File: src/rtl/serial_adder_ctrl.sv
// Bit-serial WIDTH-bit adder sequencer around a single one-bit FullAdder cell, LSB first.
// Optional macro SERIAL_ADDER_OVF_EN adds a registered signed-overflow output (ovf).

module FullAdder (
    input  logic a,
    input  logic b,
    input  logic cin,
    output logic sum,
    output logic cout
);
    assign sum  = a ^ b ^ cin;
    assign cout = (a & b) | (cin & (a ^ b));
endmodule

module serial_adder_ctrl #(
    parameter int unsigned WIDTH = 8
) (
    input  logic             clk,
    input  logic             rst_n,
    input  logic             start,
    input  logic [WIDTH-1:0] op_a,
    input  logic [WIDTH-1:0] op_b,
    input  logic             cin,
    output logic             busy,
    output logic             done,
    output logic [WIDTH-1:0] sum,
    output logic             cout
`ifdef SERIAL_ADDER_OVF_EN
    ,
    output logic             ovf
`endif
);

    localparam int unsigned CNT_W = (WIDTH > 1) ? $clog2(WIDTH) : 1;
    localparam logic [CNT_W-1:0] LAST_BIT = CNT_W'(WIDTH - 1);

    typedef enum logic [1:0] {
        S_IDLE = 2'd0,
        S_RUN  = 2'd1,
        S_DONE = 2'd2
    } state_e;

    state_e           state_q, state_d;
    logic [WIDTH-1:0] sh_a_q, sh_a_d;
    logic [WIDTH-1:0] sh_b_q, sh_b_d;
    logic [WIDTH-2:0] res_q, res_d;
    logic             carry_q, carry_d;
    logic [CNT_W-1:0] cnt_q, cnt_d;
    logic [WIDTH-1:0] sum_q, sum_d;
    logic             cout_q, cout_d;
    logic             busy_q, busy_d;
    logic             done_q, done_d;
`ifdef SERIAL_ADDER_OVF_EN
    logic             ovf_q, ovf_d;
`endif

    logic             fa_sum;
    logic             fa_cout;
    logic [WIDTH-1:0] res_ext;

    FullAdder u_fa (
        .a    (sh_a_q[0]),
        .b    (sh_b_q[0]),
        .cin  (carry_q),
        .sum  (fa_sum),
        .cout (fa_cout)
    );

    // Bits gathered so far plus this cycle's sum bit; on the last bit this is the full result.
    assign res_ext = {fa_sum, res_q};

    always_comb begin
        // NOTE: every signal gets a default first so no path through the case can infer a latch.
        state_d = state_q;
        sh_a_d  = sh_a_q;
        sh_b_d  = sh_b_q;
        res_d   = res_q;
        carry_d = carry_q;
        cnt_d   = cnt_q;
        sum_d   = sum_q;
        cout_d  = cout_q;
`ifdef SERIAL_ADDER_OVF_EN
        ovf_d   = ovf_q;
`endif

        unique case (state_q)
            S_IDLE, S_DONE: begin
                if (start) begin
                    sh_a_d  = op_a;
                    sh_b_d  = op_b;
                    carry_d = cin;
                    cnt_d   = '0;
                    state_d = S_RUN;
                end else begin
                    state_d = S_IDLE;
                end
            end
            S_RUN: begin
                sh_a_d  = sh_a_q >> 1;
                sh_b_d  = sh_b_q >> 1;
                res_d   = res_ext[WIDTH-1:1];
                carry_d = fa_cout;
                cnt_d   = cnt_q + CNT_W'(1);
                if (cnt_q == LAST_BIT) begin
                    sum_d   = res_ext;
                    cout_d  = fa_cout;
`ifdef SERIAL_ADDER_OVF_EN
                    // carry_q is the carry into the MSB on the final bit.
                    ovf_d   = carry_q ^ fa_cout;
`endif
                    state_d = S_DONE;
                end
            end
            default: state_d = S_IDLE;
        endcase

        busy_d = (state_d == S_RUN);
        done_d = (state_d == S_DONE);
    end

    // NOTE: sequential state uses non-blocking assignments so all flops update from pre-edge values.
    always_ff @(posedge clk or negedge rst_n) begin
        if (!rst_n) begin
            state_q <= S_IDLE;
            sh_a_q  <= '0;
            sh_b_q  <= '0;
            res_q   <= '0;
            carry_q <= 1'b0;
            cnt_q   <= '0;
            sum_q   <= '0;
            cout_q  <= 1'b0;
            busy_q  <= 1'b0;
            done_q  <= 1'b0;
`ifdef SERIAL_ADDER_OVF_EN
            ovf_q   <= 1'b0;
`endif
        end else begin
            state_q <= state_d;
            sh_a_q  <= sh_a_d;
            sh_b_q  <= sh_b_d;
            res_q   <= res_d;
            carry_q <= carry_d;
            cnt_q   <= cnt_d;
            sum_q   <= sum_d;
            cout_q  <= cout_d;
            busy_q  <= busy_d;
            done_q  <= done_d;
`ifdef SERIAL_ADDER_OVF_EN
            ovf_q   <= ovf_d;
`endif
        end
    end

    assign busy = busy_q;
    assign done = done_q;
    assign sum  = sum_q;
    assign cout = cout_q;
`ifdef SERIAL_ADDER_OVF_EN
    assign ovf  = ovf_q;
`endif

endmodule

File: config.mk
export PLATFORM = sky130hd
export DESIGN_NAME = serial_adder_ctrl
export DESIGN_NICKNAME = d
export VERILOG_FILES = /design/src/rtl/serial_adder_ctrl.sv
export SDC_FILE = /design/constraint.sdc
export NUM_CORES = 1
export LEC_CHECK = 0
export ABC_AREA = 1
export BUFFER_PORTS_ARGS = -buffer_cell sky130_fd_sc_hd__buf_2
export CORE_MARGIN = 1
export CORE_UTILIZATION = 55
export DETAILED_ROUTE_END_ITERATION = 12
export PLACE_DENSITY_LB_ADDON = 0.05
export SETUP_SLACK_MARGIN = 0.5
export SLEW_MARGIN = 20
export SYNTH_ARGS = -nofsm -noshare
export SYNTH_HDL_FRONTEND = slang
export SYNTH_SLANG_ARGS = --single-unit
File: constraint.sdc
create_clock -name clk -period 1.7 [get_ports clk]
set_clock_uncertainty 0.15 [all_clocks]
set_input_delay 0.34 -clock clk [delete_from_list [all_inputs] [get_ports clk]]
set_output_delay 0.34 -clock clk [all_outputs]
set_load 0.02 [all_outputs]
==> run metrics, run 1 <==
clock root buffer clkbuf_4; placed cell areas 2070 um2; Initial Util 59.9%; Log Error [ERROR DPL-0038] Utilization greater than 100%, impossible to legalize; fraction of the mapped netlist area in adder cells 2.38%; yosys warns 0; Area contributors post-synth dfrtp_1 (53%), nand2_1 (14%), inv_1 (7.9%); Synth top cells by count nand2_1 (71), dfrtp_1 (40), inv_1 (40); grt repair worst endpoint sum[7]; chip height 60.6 um; number of synthesized register bits 40; largest family of logic cells by synthesized area simple AND/OR/NAND/NOR gates; Synth Net Count 245; share of the synthesized area in the top cell type 53.0%; H-Tree Depth 2; worst_ep kind output port; ys async rst share 100%; count leader, synth nand2_1; HPWL Detailed 2.09 mm; Post-Synth XOR/XNOR Area 0%; mux share of post-synthesis cell area 0%; largest net degree at the start of global routing 41; Yosys top cell by area dfrtp_1; I/O pins 31; sequential share of the synthesized area 53.0%; dpl cells 291; die width 60.6 um; number of flops mapped to enable cells by yosys 0; # port buffers 30; Post-synth top flop dfrtp_1; Synth Area in Compound Gates 6.89%; routability cong. 0.726; Max Root-Sink Buffers 2; synthesized cell area 1890 um2; post-synthesis simple-gate area fraction 25.2%; Failed at global routing (5_1_grt); # rows 20; Mapped Cells 222; status stopped before the end; # clock sinks 40; Mean Syn Cell Area 8.51 um2; Netlist cell types 17; TritonCTS Buffers 5
==> timing repair <==
| action | in CTS |
|---|---|
| hold buffers | 1 |
| gates resized for setup | 85 |
| pin swaps | 15 |
| setup buffers | 24 |
| endpoints found under the hold margin | 40 |
| cloned | 11 |
| setup endpoints to repair | 51 |
==> per-stage QoR <==
step	setup WS, ns	hold slack (ns)	utilization [%]
floorplan	0.399	-0.106	-
global placement	0.316	0.280	65.7
detailed placement	0.304	0.273	65.7
CTS	0.280	0.0333	90.7
==> cells by family after synthesis <==
| family | count (synthesis) |
|---|---|
| fa+ha+maj | 3 |
| flops | 40 |
| simple gates | 107 |
| buf+inv | 52 |
| compound gates | 20 |
==> run 2: changes to the inputs <==
CORE_UTILIZATION = 40   (was 55)
PLACE_DENSITY_LB_ADDON = 0.15   (was 0.05)
SETUP_SLACK_MARGIN = not set   (was 0.5)
==> run 2 against run 1 <==
Against the previous run:
- the flow now finishes, with violations (DRC)
- synthesized area stayed put
- synthesized cell count unchanged
==> run metrics, run 2 <==
WS Path Type flop to flop; Slew Limit Fails 0; Clk Latency, worst-skew pair 0.29 ns; yosys warns 0 (unchanged); CP Depth 6; GRT met3 Usage 5.13%; largest net degree at the start of global routing 41; first-pass GRT wire length 5.91 mm; TritonCTS Buffers 5 (unchanged); GR Util All Layers 15.4%; min-delay src op_b[7]; post-route ant nets 0; # clock sinks 40 (unchanged); CP max stage delay 0.40 ns; Hold Vio Cnt, Final 0; reg2reg end sum[0]; initial DRC count 78; R2R Path Start cnt_q[0]; clock slew at reported path FFs 0.07 ns; commonest non-fill, non-tap cell in the layout nand2_1; Leakage 1.26 nW; initial antenna violation count 0; drt pass-1 iters 8; vias in the first global route 1279; Crit Path Max Fanout 19; worst path buffer plus inverter count 1; gr busiest metal met2; status complete, but fails checks; R2R depth 6; Synth Net Count 245 (unchanged); pwr/cell area 1930 nW/um2; DR DRC count 4; # diodes 0; HPWL Detailed 2.22 mm (+6.0%); max_slew headroom 66.0%; DR vias/cell 4.48; Mapped Cells 222 (unchanged); final setup violation count 0; Hold Path End sh_b_q[7]; share of the synthesized area in the top cell type 53.0% (unchanged); # port buffers 30 (unchanged); met2 Usage GRT 23.4%; clock root buffer clkbuf_8; CTS tree built; CP Capture Type flop; min Tclk post-route 1.50 ns; RSZ-0062 raised after global routing false; Fmax 0.668 GHz; post-DR wirelength/cell 11.0 um; Final WS setup 0.204 ns; Slew @ Worst Pin 0.511 ns; sequential share of the synthesized area 53.0% (unchanged); Nets 278; Fin Hold WS 0.126 ns; Yosys top cell by area dfrtp_1; Max Root-Sink Buffers 2 (unchanged); die width 70.7 um (+17%); CP cell instances ha_1 -> ha_1 -> nand2_4 -> inv_1 -> nand2_1 -> nand2_1; layout cell share with drive strength beyond 1 22.3%; Netlist cell types 17 (unchanged); chip height 70.7 um (+17%); die area 5000 um2; detailed-route via count 1379; startpoint types flop; fin crit share 88.0%; CP delay by family, top adder cells; drt total wl 3.40 mm; Synth top cells by count nand2_1 (71), dfrtp_1 (40), inv_1 (40); commonest cells after routing, fill and taps aside nand2_1 (71), inv_1 (40), dfrtp_1 (40), nand3_1 (30), buf_2 (30); Core Box Area 4440 um2; Post-synth top flop dfrtp_1; Mean Syn Cell Area 8.51 um2 (unchanged); count leader, synth nand2_1; Max VDD drop 0.505 mV; P&R area growth vs syn 15.5%; hold crit path type input pin to flop; hold path depth 3; failing checks DRC; CP required 1.73 ns; Area contributors post-synth dfrtp_1 (53%), nand2_1 (14%), inv_1 (7.9%); number of synthesized register bits 40 (unchanged); CP max-delay cell dfrtp_1; GRT met1 Usage 20.2%; ys async rst share 100% (unchanged); Setup TNS 0 ns; H-Tree Depth 2 (unchanged); pre-CTS WS 0.207 ns (-0.0970 ns); Initial Util 42.5% (-17 points); max_cap viols 0; # rows 24 (+20%); I/O pins 31 (unchanged); final std cells w/o fill 308; number of flops mapped to enable cells by yosys 0 (unchanged); gr ovfl total 0; Arr. time, crit path 1.53 ns; R2R Setup Slk 0.20 ns; synthesized cell area 1890 um2 (unchanged); routability cong. 0.706 (-2.7%); dpl cells 299 (+2.7%)
==> run 2: cell families (layout without fill, tap and decap cells) <==
kind of cell               after synthesis  in the layout  share of synthesized area (%)
buffers and inverters                   52             86                           12.5
adders and majority gates                3              3                           2.38
and+or+nand+nor                        107            107                           25.2
AOI/OAI and AO/OA                       20             20                           6.89
DFF                                     40             40                           53.0
==> run 2: per-layer routing <==
| layer | share of wire (%) | vias up |
|---|---|---|
| li1 | - | 739 |
| met1 | 51 | 609 |
| met2 | 44 | 29 |
| met3 | 4.4 | 2 |
| met4 | 0.85 | 0 |
| met5 | 0 | - |
==> run 2: layout make-up <==
class | count | area [um2]
tap | 52 | 65.1
clock buffer | 6 | 72.6
multi-input combinational | 130 | 652
sequential | 40 | 1000
clock inverter | 2 | 35.0
inverter | 43 | 166
fill | 453 | 2260
timing repair buffer | 35 | 190
==> run 2: worst max-delay path by stage <==
stage / slack [ns] / to / from
global placement: 0.24 / sum[0] / cnt_q[0]
finish: 0.20 / sum[0] / cnt_q[0]
floorplan: 0.33 / sum[0] / cnt_q[0]
global route: 0.09 / sum[0] / cnt_q[0]
detailed placement: 0.21 / sum[0] / cnt_q[0]
CTS: 0.18 / sum[0] / cnt_q[0]
==> run 2: worst min-delay path: cells and delay by family <==
kind	cells	cell delay, ns
buffers and inverters	1	0.07
AO/OA/AOI/OAI	1	0.07
AND/OR/NAND/NOR	1	0.04
==> run 2: timing repair <==
| action | 4_1_cts | 5_1_grt |
|---|---|---|
| gates resized for setup | 0 | 0 |
| hold buffers | 1 | 0 |
| setup buffers | 0 | 0 |
| hold endpoints to repair | 40 | 0 |
==> run 2: report_power, final <==
part / internal (mW) / total [mW] / switching, mW
registers: 1.40 / 1.62 / 0.228
logic: 0.652 / 1.84 / 1.19
clock network: 0.436 / 0.759 / 0.323
==> run 2: stage by stage <==
stage	power [mW]	utilization [%]	cell area [um2]
floorplan	3.13	-	1890
global placement	3.49	46.5	2060
detailed placement	3.51	46.5	2060
CTS	4.30	49.1	2180
global route	4.65	49.1	2180
finish	4.22	49.1	2180
(Power assumes the default switching activity.)
